[src/rtl/ram_reader_pkg.sv]
// Shared types and constants for the RAM stream reader.
package ram_reader_pkg;

    typedef enum logic [1:0] {
        ST_IDLE  = 2'd0,
        ST_READ  = 2'd1,
        ST_DRAIN = 2'd2,
        ST_DONE  = 2'd3
    } state_t;

    // Words that may be buffered or in flight from the RAM at any time.
    localparam int SKID_DEPTH = 4;

    // Width able to hold 0..SKID_DEPTH for the credit/level counters.
    localparam int CREDIT_W = $clog2(SKID_DEPTH + 1);

    localparam logic [CREDIT_W-1:0] SKID_FULL = CREDIT_W'(SKID_DEPTH);

endpackage

[src/rtl/ram_reader_fifo.sv]
// Small skid buffer holding returned RAM words plus their last flag.
module ram_reader_fifo
    import ram_reader_pkg::*;
#(
    parameter int W = 9
) (
    input  logic                clk,
    input  logic                rst_n,
    input  logic                push,
    input  logic [W-1:0]        push_data,
    input  logic                pop,
    output logic [W-1:0]        head_data,
    output logic [CREDIT_W-1:0] level
);

    localparam int PTR_W = $clog2(SKID_DEPTH);

    logic [W-1:0]     mem [SKID_DEPTH];
    logic [PTR_W-1:0] wr_ptr;
    logic [PTR_W-1:0] rd_ptr;
    logic             do_push;
    logic             do_pop;

    assign do_pop    = pop && (level != '0);
    assign do_push   = push && ((level != SKID_FULL) || do_pop);
    assign head_data = mem[rd_ptr];

    // Storage, pointers and occupancy; storage is cleared so the head reads 0 after reset.
    always_ff @(posedge clk or negedge rst_n) begin
        if (!rst_n) begin
            for (int i = 0; i < SKID_DEPTH; i++) begin
                mem[i] <= '0;
            end
            wr_ptr <= '0;
            rd_ptr <= '0;
            level  <= '0;
        end else begin
            if (do_push) begin
                mem[wr_ptr] <= push_data;
                wr_ptr      <= wr_ptr + 1'b1;
            end
            if (do_pop) begin
                rd_ptr <= rd_ptr + 1'b1;
            end
            level <= level + CREDIT_W'(do_push) - CREDIT_W'(do_pop);
        end
    end

endmodule

[src/rtl/ram_stream_reader.sv]
// Reads a block of RAM words and returns them as a valid/ready stream.
//
// state | meaning
// IDLE  | waiting for start
// READ  | issuing one RAM read per cycle while credit allows
// DRAIN | all reads issued; waiting for RAM returns and stream to empty
// DONE  | one-cycle done pulse, then back to IDLE
module ram_stream_reader
    import ram_reader_pkg::*;
#(
    parameter  int WIDTH  = 8,
    parameter  int DEPTH  = 4,
    localparam int ADDR_W = $clog2(DEPTH)
) (
    input  logic              i_clk,
    input  logic              i_rst_n,
    input  logic              i_start,
    input  logic [ADDR_W-1:0] i_base_addr,
    input  logic [ADDR_W:0]   i_count,
    output logic              o_busy,
    output logic              o_done,
    output logic              o_rd_en,
    output logic [ADDR_W-1:0] o_rd_addr,
    input  logic              i_rd_dv,
    input  logic [WIDTH-1:0]  i_rd_data,
    output logic              o_tx_valid,
    output logic [WIDTH-1:0]  o_tx_data,
    output logic              o_tx_last,
    input  logic              i_tx_ready
);

    state_t              state;
    state_t              state_nx;
    logic                rd_en_nx;
    logic [ADDR_W-1:0]   addr_nx;
    logic [ADDR_W:0]     rd_left;
    logic [ADDR_W:0]     rd_left_nx;
    logic [ADDR_W:0]     cnt_q;
    logic [ADDR_W:0]     pushed;
    logic [CREDIT_W-1:0] outst;
    logic [CREDIT_W-1:0] fifo_level;
    logic [CREDIT_W-1:0] total_nx;
    logic                push;
    logic                pop;
    logic                last_in;
    logic [WIDTH:0]      head;

    // Returns without a matching outstanding read are dropped (e.g. one in flight across a reset).
    assign push    = i_rd_dv && (outst != '0);
    assign pop     = o_tx_valid && i_tx_ready;
    assign last_in = (pushed + 1'b1) == cnt_q;

    // Buffered plus outstanding once this cycle's read and handshake have settled.
    assign total_nx = fifo_level + outst + CREDIT_W'(o_rd_en) - CREDIT_W'(pop);

    assign o_tx_valid             = (fifo_level != '0);
    assign {o_tx_last, o_tx_data} = head;

    ram_reader_fifo #(
        .W (WIDTH + 1)
    ) u_fifo (
        .clk       (i_clk),
        .rst_n     (i_rst_n),
        .push      (push),
        .push_data ({last_in, i_rd_data}),
        .pop       (pop),
        .head_data (head),
        .level     (fifo_level)
    );

    // Next-state and next read request; a zero-length request spends one cycle in DRAIN
    // so busy is seen before the done pulse.
    always_comb begin
        state_nx   = state;
        rd_en_nx   = 1'b0;
        addr_nx    = o_rd_addr;
        rd_left_nx = rd_left;
        case (state)
            ST_IDLE: begin
                if (i_start) begin
                    if (i_count == '0) begin
                        state_nx = ST_DRAIN;
                    end else begin
                        state_nx   = ST_READ;
                        rd_en_nx   = 1'b1;
                        addr_nx    = i_base_addr;
                        rd_left_nx = i_count - 1'b1;
                    end
                end
            end
            ST_READ: begin
                if (rd_left == '0) begin
                    state_nx = ST_DRAIN;
                end else if (total_nx < SKID_FULL) begin
                    rd_en_nx   = 1'b1;
                    addr_nx    = (o_rd_addr == ADDR_W'(DEPTH - 1)) ? '0 : o_rd_addr + 1'b1;
                    rd_left_nx = rd_left - 1'b1;
                end
            end
            ST_DRAIN: begin
                if (total_nx == '0) begin
                    state_nx = ST_DONE;
                end
            end
            ST_DONE: begin
                state_nx = ST_IDLE;
            end
            default: begin
                state_nx = ST_IDLE;
            end
        endcase
    end

    // State register and registered control outputs.
    always_ff @(posedge i_clk or negedge i_rst_n) begin
        if (!i_rst_n) begin
            state     <= ST_IDLE;
            o_rd_en   <= 1'b0;
            o_rd_addr <= '0;
            rd_left   <= '0;
            o_busy    <= 1'b0;
            o_done    <= 1'b0;
        end else begin
            state     <= state_nx;
            o_rd_en   <= rd_en_nx;
            o_rd_addr <= addr_nx;
            rd_left   <= rd_left_nx;
            o_busy    <= (state_nx == ST_READ) || (state_nx == ST_DRAIN);
            o_done    <= (state_nx == ST_DONE);
        end
    end

    // Outstanding-read tracking and word index used to tag the last word.
    always_ff @(posedge i_clk or negedge i_rst_n) begin
        if (!i_rst_n) begin
            outst  <= '0;
            cnt_q  <= '0;
            pushed <= '0;
        end else begin
            outst <= outst + CREDIT_W'(o_rd_en) - CREDIT_W'(push);
            if ((state == ST_IDLE) && i_start) begin
                cnt_q  <= i_count;
                pushed <= '0;
            end else if (push) begin
                pushed <= pushed + 1'b1;
            end
        end
    end

endmodule

[config.mk]
export PLATFORM = sky130hd
export DESIGN_NAME = ram_stream_reader
export DESIGN_NICKNAME = d
export VERILOG_FILES = /design/src/rtl/ram_reader_pkg.sv /design/src/rtl/ram_reader_fifo.sv /design/src/rtl/ram_stream_reader.sv
export SDC_FILE = /design/constraint.sdc
export NUM_CORES = 1
export LEC_CHECK = 0
export ABC_AREA = 1
export BUFFER_PORTS_ARGS = -buffer_cell sky130_fd_sc_hd__clkbuf_2
export CORE_ASPECT_RATIO = 0.5
export CORE_MARGIN = 2
export CORE_UTILIZATION = 35
export CTS_CLUSTER_DIAMETER = 200
export CTS_CLUSTER_SIZE = 24
export DETAILED_ROUTE_END_ITERATION = 7
export MAX_ROUTING_LAYER = met4
export PLACE_DENSITY = 0.58
export SETUP_SLACK_MARGIN = 0.2
export SLEW_MARGIN = 20
export SYNTH_ARGS = -nofsm -noshare
export SYNTH_HDL_FRONTEND = slang
export SYNTH_SLANG_ARGS = --single-unit
[constraint.sdc]
create_clock -name i_clk -period 4.6 [get_ports i_clk]
set_input_delay 0.69 -clock i_clk [delete_from_list [all_inputs] [get_ports i_clk]]
set_output_delay 0.69 -clock i_clk [all_outputs]
set_load 0.05 [all_outputs]
==> summary.md, run 1 <==
| Metric | Value |
|---|---|
| Worst Tran Pin Value | `between 700 and 800 ps` |
| Worst Path Arrival | `around 2300 ps` |
| Routed via count | `roughly 2600` |
| Storage element area | `1550 µm²` |
| Element type at the critical path end | `output pin` |
| Critical path class | `reg -> out` |
| FMAX | `about 0.34 GHz` |
| Most frequent cells in the layout | `nand2_1, dfrtp_1, o21ai_0` |
| Tcrit/Tclk final | `between 60 and 70%` |
| Core footprint | `8830 µm²` |
| Clock skew | `5.19 ps` |
| DRT iter0 DRCs | `156` |
| Share of cells above drive strength 1 | `15.4%` |
| Top-area cell type share of the netlist area | `48.1%` |
| Switching pwr | `~1.6 mW` |
| Commonest non-fill, non-tap cell in the layout | `nand2_1` |
| Die Ht | `around 72 µm` |
| Row count | `24` |
| FF+latch count, synth | `62` |
| Max-slew violation count | `0` |
| Die W | `approximately 140 µm` |
| Hold Buf Count CTS | `0` |
| Combinational Power Share | `roughly 49%` |
| Syn. warnings | `0` |
| Synth top area cells | `dfrtp_1, nand2_1, o21ai_0, ha_1, inv_1` |
| Diode count | `0` |
| Net switching fraction of the power | `between 40% and 50%` |
| DRC viols | `0` |
| Tot GR Track Use | `approximately 17%` |
| Drt total wl | `approximately 7300 µm` |
| Reg power frac | `30.3%` |
| Syn Nets | `around 420` |
| Final hold vios | `0` |
| Final HPWL DP | `4680 µm` |
| Syn avg cell area | `8.47 µm²` |
| CTS root buffer | `clkbuf_16` |
| Final setup TNS | `0 ps` |
| Initial Util | `between 30% and 40%` |
| CTS Sinks | `62` |
| VDD IR-drop max | `0.000305 V` |
| Pre-antenna DRT Iters | `4` |
| RSZ-0062 raised after global routing | `no` |
| Average wire per standard cell | `around 14 µm` |
| Min Tclk post-route | `between 2000 and 3000 ps` |
| Buffers on Ports | `32` |
| Post-route ant nets | `0` |
| P_int | `approximately 1.8 mW` |
| GPL Wtd Cong | `around 0.76` |
| Seq/Total Area, Yosys | `roughly half` |
| Leakage power | `a little under 2 nW` |
| Final net count | `454` |
| H-tree levels | `3` |
| Maximum fanout along the worst path | `21` |
| Clock slew at reported path FFs | `roughly 50 ps` |
| CP required | `~3900 ps` |
| Fill cells | `905` |
| CTS tree | `yes` |
| Area growth, synth to finish | `18.0%` |
| Setup Buffers After CTS | `0` |
| Largest net degree at the start of global routing | `37` |
| Worst hold path type | `in -> async` |
| Post-Syn Instances | `between 300 and 400` |
| Top Ports | `33` |
| Area of the multi-input gates | `~1500 µm²` |
| Worst skew pair latency | `approximately 330 ps` |
| Status | `finished clean` |
| # resized after CTS | `0` |
| Initial antenna violation count | `0` |
| CP startpoint kind | `flip-flop` |
| GR Overflow Total | `0` |
| Vias in the first global route | `between 2000 and 3000` |
| PwrDens | `between 800 and 900 nW/µm²` |
| Relative slew margins | `a little over half` |
| Longest Clk Path Bufs | `2` |
| First-pass GRT wire length | `roughly 13000 µm` |
| Clock power frac | `20.5%` |
| Synth area leader | `dfrtp_1` |
| Post-DR vias/cell | `approximately 4.8` |
| Post-synth cell types | `32` |
| # setup viols final | `0` |
| TritonCTS Buffers | `9` |
| Final Util | `a little over two fifths` |
| MaxCap Viol Count | `0` |
| Syn Std Cell Area | `around 3200 µm²` |
| Die area | `10100 µm²` |
[stage by stage]
stage               hold WS (ps)  instance area [µm²]  std cells  setup WS, ps  power [mW]
floorplan                    394                 3230        381          1980        2.26
global placement             460                 3500        524          1770        2.63
detailed placement           463                 3500        524          1740        2.65
CTS                          415                 3810        540          1640        3.35
global route                 457                 3810        540          1360        3.63
finish                       392                 3810        540          1650        3.31
[flip-flops by register name (all words and copies together), names as in the netlist]
register,cells
rd_left,3
outst,3
pushed,3
cnt_q,3
state,2
o_done,1
u_fifo.level,3
o_rd_en,1
u_fifo.rd_ptr,2
u_fifo.wr_ptr,2
u_fifo.mem,36
o_busy,1
o_rd_addr,2
[cells by family (layout without fill, tap and decap cells)]
kind of cell | count (synthesis) | count (layout) | synth area share (%)
DFF | 62 | 62 | 48.1
adders and majority gates | 18 | 18 | 7.91
xor gates and xnor gates | 12 | 12 | 3.26
AOI/OAI and AO/OA | 71 | 71 | 11.7
and+or+nand+nor | 172 | 172 | 23.2
buffers and inverters | 46 | 88 | 5.82
[area by class of cell]
| type | count | share of cell area, % |
|---|---|---|
| multi-input cells | 273 | 39.1 |
| inverters | 39 | 3.98 |
| clock buffers | 12 | 6.74 |
| repair buffers | 33 | 4.41 |
| clock inverters | 4 | 1.18 |
| well taps | 117 | 3.85 |
| flip-flops and latches | 62 | 40.8 |
[worst max-delay path, cell delays in order, from the launching register on]
cell      delay, ps
dfrtp_1         800
inv_1           480
o21ai_0         290
o22ai_1         100
clkbuf_2        250
[power by group through the flow]
stage / sequential (mW) / combinational (mW) / clock, mW
floorplan: 1.01 / 1.25 / 0
global placement: 1.01 / 1.61 / 0
detailed placement: 1.01 / 1.64 / 0
CTS: 1.00 / 1.65 / 0.696
global route: 1.05 / 1.86 / 0.724
finish: 1.00 / 1.63 / 0.680
[per-layer routing]
layer | global-route usage (%) | routed length, µm | vias up
met5 | - | 0 | -
met4 | 5.33 | 99 | 0
li1 | - | - | 1304
met3 | 5.48 | 344 | 10
met2 | 25.9 | 3110 | 44
met1 | 21.6 | 3740 | 1234
[synth_stat cells]
cell type    n
nand4_1      2
nand2_1    122
xnor2_1      5
clkinv_1     4
inv_1       30
a21oi_2      1
o21ai_0     55
nor2_4       1
nand2_2      2
o211ai_1     1
nand3b_1     2
fa_1         4
nor2_8       2
o221ai_1     1
nor2_1      25
nor3_1       1
o31ai_1      1
inv_6        1
nand3_2      2
clkbuf_2     1
nand2_4      2
xor2_1       7
nand3_1      9
o22ai_1      9
nor2_2       2
buf_6        1
clkbuf_1     4
ha_1        14
buf_2        1
inv_2        4
a21oi_1      3
dfrtp_1     62
[final timing paths]
kind | start | to | slack (ps) | depth (start not counted)
max reg2reg | u_fifo.level[1]$_DFF_PN0_ | o_busy$_DFF_PN0_ | 2000 | 10
min in group i_clk | u_fifo.mem[32]$_DFFE_PN0P_ | u_fifo.mem[32]$_DFFE_PN0P_ | 470 | 2
min | i_rst_n | u_fifo.mem[32]$_DFFE_PN0P_ | 390 | 1
max in group asynchronous | i_rst_n | rd_left[0]$_DFFE_PN0P_ | 3260 | 2
max | u_fifo.rd_ptr[0]$_DFFE_PN0P_ | o_tx_data[7] | 1650 | 4
min reg2reg | u_fifo.mem[32]$_DFFE_PN0P_ | u_fifo.mem[32]$_DFFE_PN0P_ | 470 | 2
Note: power is estimated with default switching activity, not from simulation.
==> run 2, diff against run 1 <==
Clock period 4.6 ns to 2.72 ns, I/O delays scaled along.
==> run 2 against run 1 <==
Against the previous run:
- design area up 1.6%
- sequential share of layout area decreased by 0.65 points
- clock-buffer cell count rose by 1
- utilization grew 0.69 points
- non-clock buffer count is 7 higher
- clock skew fell by 0.60 ps
- via count decreased by 0.39%
- sequential power increased by 65%
- die area unchanged
==> summary.md, run 2 (same netlist as run 1, synthesis figures left out) <==
| Metric | Value |
|---|---|
| Worst hold path type | `in -> async (unchanged)` |
| Clock skew | `4.59 ps (was 5.19 ps)` |
| Worst Tran Pin Value | `803 ps (was 712 ps)` |
| Most common cell on crit path | `ha_1` |
| Final setup TNS | `0 ps (unchanged)` |
| Clock slew at reported path FFs | `50 ps (about the same)` |
| Most frequent cells in the layout | `nand2_1, dfrtp_1, o21ai_0 (unchanged)` |
| Share of cells above drive strength 1 | `17.2% (was 15.4%)` |
| FMAX | `between 0.4 and 0.5 GHz` |
| PwrDens | `1480 nW/µm² (was 870 nW/µm²)` |
| Final HPWL DP | `4660 µm (was 4680 µm)` |
| CTS tree | `yes (unchanged)` |
| Status | `finished clean (unchanged)` |
| Die W | `140 µm (unchanged)` |
| Row count | `24 (unchanged)` |
| Pre-antenna DRT Iters | `4 (unchanged)` |
| Combinational Power Share | `50.7% (was 49.1%)` |
| VDD IR-drop max | `0.000608 V (was 0.000305 V)` |
| Post-route ant nets | `0 (unchanged)` |
| Pre-CTS WS | `95.0 ps (was 1740 ps)` |
| Switching pwr | `2.67 mW (was 1.56 mW)` |
| Leakage power | `2.00 nW (was 1.98 nW)` |
| First-pass GRT wire length | `12400 µm (was 12600 µm)` |
| CTS root buffer | `clkbuf_16 (unchanged)` |
| Delay of the slowest critical-path stage | `420 ps (was 800 ps)` |
| Vias in the first global route | `2485 (was 2604)` |
| DRC viols | `0 (unchanged)` |
| Area growth, synth to finish | `19.9% (was 18.0%)` |
| Initial Util | `36.6% (unchanged)` |
| CP startpoint kind | `flip-flop (unchanged)` |
| H-tree levels | `3 (unchanged)` |
| GR Overflow Total | `0 (unchanged)` |
| GPL Wtd Cong | `0.745 (was 0.757)` |
| Top reg by flops | `u_fifo.mem (unchanged)` |
| Drt total wl | `7360 µm (was 7290 µm)` |
| Routed via count | `2582 (was 2592)` |
| Die area | `10100 µm² (unchanged)` |
| Crit path from | `u_fifo.level[1]$_DFF_PN0_ (was u_fifo.rd_ptr[0]$_DFFE_PN0P_)` |
| Largest net degree at the start of global routing | `63 (was 37)` |
| MaxCap Viol Count | `0 (unchanged)` |
| Worst Path Arrival | `2700 ps (was 2260 ps)` |
| Longest Clk Path Bufs | `2 (unchanged)` |
| TritonCTS Buffers | `9 (unchanged)` |
| Min Tclk post-route | `roughly 2500 ps` |
| DRT iter0 DRCs | `167 (was 156)` |
| # setup viols final | `0 (unchanged)` |
| Buffers on Ports | `32 (unchanged)` |
| Relative slew margins | `46.5% (was 52.5%)` |
| Critical path class | `reg -> reg (was reg -> out)` |
| Top Ports | `33 (unchanged)` |
| Reg power frac | `28.9% (was 30.3%)` |
| Final net count | `461 (was 454)` |
| Post-route setup slack | `237 ps (was 1650 ps)` |
| Initial antenna violation count | `0 (unchanged)` |
| Clock power frac | `20.4% (was 20.5%)` |
| CP required | `2930 ps (was 3910 ps)` |
| Max-slew violation count | `0 (unchanged)` |
| Net switching fraction of the power | `46.8% (was 47.0%)` |
| RSZ-0062 raised after global routing | `yes (was no)` |
| Element type at the critical path end | `flip-flop (was output pin)` |
| Tot GR Track Use | `16.6% (was 16.9%)` |
| Worst r2r src | `u_fifo.level[1]$_DFF_PN0_ (unchanged)` |
| CTS Sinks | `62 (unchanged)` |
| Fill cells | `902 (was 905)` |
| Area of the multi-input gates | `1500 µm² (was 1490 µm²)` |
| Post-DR vias/cell | `4.72 (was 4.80)` |
| Core footprint | `8830 µm² (unchanged)` |
| Diode count | `0 (unchanged)` |
| P_int | `3.04 mW (was 1.75 mW)` |
| Worst skew pair latency | `330 ps (about the same)` |
| Tcrit/Tclk final | `91.3%` |
| Final hold vios | `0 (unchanged)` |
| Max FFs per register | `36 (unchanged)` |
| Max stage delay cell, worst path | `dfrtp_1 (unchanged)` |
| Average wire per standard cell | `13.5 µm (about the same)` |
| Maximum fanout along the worst path | `3 (was 21)` |
| Crit path cell chain | `nor2_2 > a21oi_1 > ha_1 > fa_2 > inv_2 > fa_1 > nor3_2 > nand4_1 > nand3b_1 > ha_1 (was inv_1 > o21ai_0 > o22ai_1 > clkbuf_2)` |
| Die Ht | `71.9 µm (unchanged)` |
| Storage element area | `1550 µm² (unchanged)` |
| Commonest non-fill, non-tap cell in the layout | `nand2_1 (unchanged)` |
[run 2: per-stage QoR]
step | cell area (µm²) | std cells | hold WS (ps) | power, mW | util [%]
floorplan | 3230 | 381 | 112 | 3.82 | -
global placement | 3520 | 526 | 454 | 4.46 | 39.9
detailed placement | 3520 | 526 | 463 | 4.50 | 39.9
CTS | 3840 | 544 | 287 | 5.73 | 43.5
global route | 3870 | 547 | 325 | 6.24 | 43.8
finish | 3870 | 547 | 238 | 5.71 | 43.8
[run 2: cell type report]
cell class	count	area share, %
Clock buffer	13	6.73
Clock inverter	3	1.10
Inverter	39	3.91
Multi-Input combinational cell	273	38.7
Sequential cell	62	40.1
Tap cell	117	3.79
Timing Repair Buffer	40	5.69
[run 2: path summary, 6_finish.rpt]
| kind | endpoint | cells past startpoint | slack (ps) |
|---|---|---|---|
| setup / recovery | o_busy$_DFF_PN0_ | 10 | 240 |
| hold / removal | u_fifo.mem[5]$_DFFE_PN0P_ | 2 | 240 |
| setup reg to reg | o_busy$_DFF_PN0_ | 10 | 240 |
| hold reg to reg | u_fifo.mem[35]$_DFFE_PN0P_ | 2 | 470 |
| max in group asynchronous | o_rd_en$_DFF_PN0_ | 2 | 1940 |
| min in group i_clk | u_fifo.mem[0]$_DFFE_PN0P_ | 3 | 330 |
[run 2: per-layer routing]
metal	vias up	global-route usage, %	share of wire [%]
li1	1316	-	-
met1	1204	21.3	48
met2	52	25.1	45
met3	10	5.41	5.6
met4	0	5.78	1.3
met5	-	-	0
[run 2: timing repair]
item,CTS,global route
pin swaps,2,4
cloned,0,0
endpoints found under the setup margin,1,4
hold buffers,0,0
hold endpoints to repair,0,0
resized for setup,1,2
buffers inserted,2,3
[run 2: power groups by stage]
| stage | Sequential (mW) | Clock [mW] | Combinational [mW] |
|---|---|---|---|
| after floorplan | 1.71 | 0 | 2.11 |
| after global placement | 1.66 | 0 | 2.80 |
| after detailed placement | 1.66 | 0 | 2.84 |
| after CTS | 1.65 | 1.19 | 2.90 |
| after global routing | 1.72 | 1.23 | 3.29 |
| final | 1.65 | 1.16 | 2.90 |
[run 2: critical path: cells and delay by family (launching register included)]
family	cells	cell delay [ps]
buf+inv	1	60
fa+ha+maj	4	1290
simple gates	4	520
compound gates	1	80
flops	1	420
==> run 3, diff against run 2 <==
Settings changed: CTS_BUF_LIST set to sky130_fd_sc_hd__clkbuf_4 sky130_fd_sc_hd__clkbuf_8.
==> run 3 against run 2 <==
Against the previous run:
- combinational power is essentially flat
- sequential cell count is the same
- maximum frequency shrank 0.16%
- sequential power is essentially flat
- hold slack lost 20 ps
- largest power group unchanged
- via count shrank 0.12%
- register-to-register slack is essentially flat
- utilization shrank 1.1 points
- worst setup slack lost 4.0 ps
- global-route usage shrank 0.31 points
- critical endpoint unchanged
==> summary.md, run 3 (same netlist as run 1, synthesis figures left out) <==
| Metric | Value |
|---|---|
| Status | `finished clean (unchanged)` |
| Initial antenna violation count | `0 (unchanged)` |
| Net switching fraction of the power | `48.7% (was 46.8%)` |
| Worst r2r src | `u_fifo.level[1]$_DFF_PN0_ (unchanged)` |
| P_int | `2.77 mW (was 3.04 mW)` |
| Relative slew margins | `47.2% (was 46.5%)` |
| Top cell family by delay on the critical path | `adder cells (unchanged)` |
| CP required | `2950 ps (was 2930 ps)` |
| CTS Sinks | `62 (unchanged)` |
| CP startpoint kind | `flip-flop (unchanged)` |
| Max stage delay cell, worst path | `dfrtp_1 (unchanged)` |
| Fin cells | `547 (unchanged)` |
| Clock skew | `8.37 ps (was 4.59 ps)` |
| VDD IR-drop max | `0.000541 V (was 0.000608 V)` |
| PwrDens | `1430 nW/µm² (was 1480 nW/µm²)` |
| Combinational Power Share | `53.5% (was 50.7%)` |
| GR Overflow Total | `0 (unchanged)` |
| Critical path class | `reg -> reg (unchanged)` |
| Worst Tran Pin Value | `792 ps (was 803 ps)` |
| Die W | `140 µm (unchanged)` |
| Worst Path Arrival | `2720 ps (was 2700 ps)` |
| Met2 GRT Util | `24.3% (was 25.1%)` |
| Row count | `24 (unchanged)` |
| Tot GR Track Use | `16.3% (was 16.6%)` |
| Post-DR vias/cell | `4.71 (was 4.72)` |
| Clock slew at reported path FFs | `70 ps (was 50 ps)` |
| Top Ports | `33 (unchanged)` |
| Placed Instances | `526 (unchanged)` |
| Fill cells | `912 (was 902)` |
| CTS root buffer | `clkbuf_8 (was clkbuf_16)` |
| Final hold vios | `0 (unchanged)` |
| Longest Clk Path Bufs | `2 (unchanged)` |
| Diode count | `0 (unchanged)` |
| GPL Wtd Cong | `0.745 (unchanged)` |
| TritonCTS Buffers | `9 (unchanged)` |
| Reg power frac | `30.5% (was 28.9%)` |
| Gr busiest metal | `met2 (unchanged)` |
| Area growth, synth to finish | `16.9% (was 19.9%)` |
| Buffers on Ports | `32 (unchanged)` |
| MaxCap Viol Count | `0 (unchanged)` |
| Post-route ant nets | `0 (unchanged)` |
| Most common cell on crit path | `ha_1 (unchanged)` |
| R2R Setup Slk | `230 ps (was 240 ps)` |
| Area of the multi-input gates | `1500 µm² (unchanged)` |
| Largest net degree at the start of global routing | `63 (unchanged)` |
| R2R depth | `10 (unchanged)` |
| Final setup TNS | `0 ps (unchanged)` |
| Core footprint | `8830 µm² (unchanged)` |
| Most frequent cells in the layout | `nand2_1, dfrtp_1, o21ai_0 (unchanged)` |
| Die Ht | `71.9 µm (unchanged)` |
| Final HPWL DP | `4660 µm (unchanged)` |
| RSZ-0062 raised after global routing | `yes (unchanged)` |
| Delay of the slowest critical-path stage | `420 ps (about the same)` |
| Reg-to-reg critical path endpoint | `o_busy$_DFF_PN0_ (unchanged)` |
| Vias in the first global route | `2491 (was 2485)` |
| FMAX | `0.402 GHz (was 0.403 GHz)` |
| Maximum fanout along the worst path | `3 (unchanged)` |
| Crit path cell chain | `nor2_2 > a21oi_1 > ha_1 > fa_2 > inv_2 > fa_1 > nor3_2 > nand4_1 > nand3b_1 > ha_1 (unchanged)` |
| DRC viols | `0 (unchanged)` |
| Buf/Inv on CP | `1 (unchanged)` |
| Drt total wl | `7350 µm (was 7360 µm)` |
| First-pass GRT wire length | `12300 µm (was 12400 µm)` |
| Commonest non-fill, non-tap cell in the layout | `nand2_1 (unchanged)` |
| Tcrit/Tclk final | `91.4% (was 91.3%)` |
| Switching pwr | `2.64 mW (was 2.67 mW)` |
| CTS tree | `yes (unchanged)` |
| Worst skew pair latency | `350 ps (was 330 ps)` |
| Element type at the critical path end | `flip-flop (unchanged)` |
| Share of cells above drive strength 1 | `17.9% (was 17.2%)` |
| Leakage power | `1.96 nW (was 2.00 nW)` |
| Final net count | `461 (unchanged)` |
| Die area | `10100 µm² (unchanged)` |
| Worst hold path type | `in -> async (unchanged)` |
| Clock power frac | `16.0% (was 20.4%)` |
| Total power | `5.41 mW (was 5.71 mW)` |
| Initial Util | `36.6% (unchanged)` |
| M3 GR Usage | `5.61% (was 5.41%)` |
| Max-slew violation count | `0 (unchanged)` |
| # setup viols final | `0 (unchanged)` |
| Storage element area | `1550 µm² (unchanged)` |
| Routed via count | `2579 (was 2582)` |
| Final Util | `42.7% (was 43.8%)` |
| DRT iter0 DRCs | `136 (was 167)` |
| Average wire per standard cell | `13.4 µm (was 13.5 µm)` |
| Top reg by flops | `u_fifo.mem (unchanged)` |
| Pre-antenna DRT Iters | `4 (unchanged)` |
| H-tree levels | `3 (unchanged)` |
| Grt met1 use | `21.6% (was 21.3%)` |
| Max FFs per register | `36 (unchanged)` |
| WHS | `218 ps (was 238 ps)` |
| Min Tclk post-route | `2490 ps (was 2480 ps)` |
run 3: how the worst max path moves through the flow:
stage	to	slack, ps	cells past startpoint	start
floorplan	o_busy$_DFF_PN0_	270	10	u_fifo.level[1]$_DFF_PN0_
global placement	o_busy$_DFF_PN0_	150	10	u_fifo.level[1]$_DFF_PN0_
detailed placement	o_busy$_DFF_PN0_	100	10	u_fifo.level[1]$_DFF_PN0_
CTS	o_busy$_DFF_PN0_	210	10	u_fifo.level[1]$_DFF_PN0_
global route	o_busy$_DFF_PN0_	90	10	u_fifo.level[1]$_DFF_PN0_
finish	o_busy$_DFF_PN0_	230	10	u_fifo.level[1]$_DFF_PN0_
run 3: cell type report:
type                    count  share of cell area (%)
clock buffers              13                    4.41
clock inverters             3                    1.13
inverters                  39                    4.01
multi-input cells         273                    39.6
flip-flops and latches     62                    41.1
well taps                 117                    3.88
repair buffers             40                    5.84
run 3: metrics by stage:
step,setup slack [ps],cell area (µm²)
floorplan,267,3230
global placement,151,3520
detailed placement,95.0,3520
CTS,212,3750
global route,94.9,3770
finish,233,3770
run 3: metal layers:
layer / wire, µm / up-vias
li1: - / 1314
met1: 3580 / 1208
met2: 3350 / 48
met3: 348 / 9
met4: 70 / 0
met5: 0 / -
run 3: repair_timing:
action / CTS / global route
gates resized for setup: 1 / 3
hold buffers: 0 / 0
setup endpoints to repair: 1 / 4
buffers inserted: 2 / 3
pin swaps: 2 / 4
run 3: power groups by stage:
stage          Clock, mW  Combinational, mW  Sequential [mW]
5_1_grt            0.926               3.29             1.71
4_1_cts            0.887               2.89             1.64
3_5_place_dp           0               2.84             1.66
2_1_floorplan          0               2.11             1.71
6_report           0.867               2.89             1.65
3_3_place_gp           0               2.80             1.66
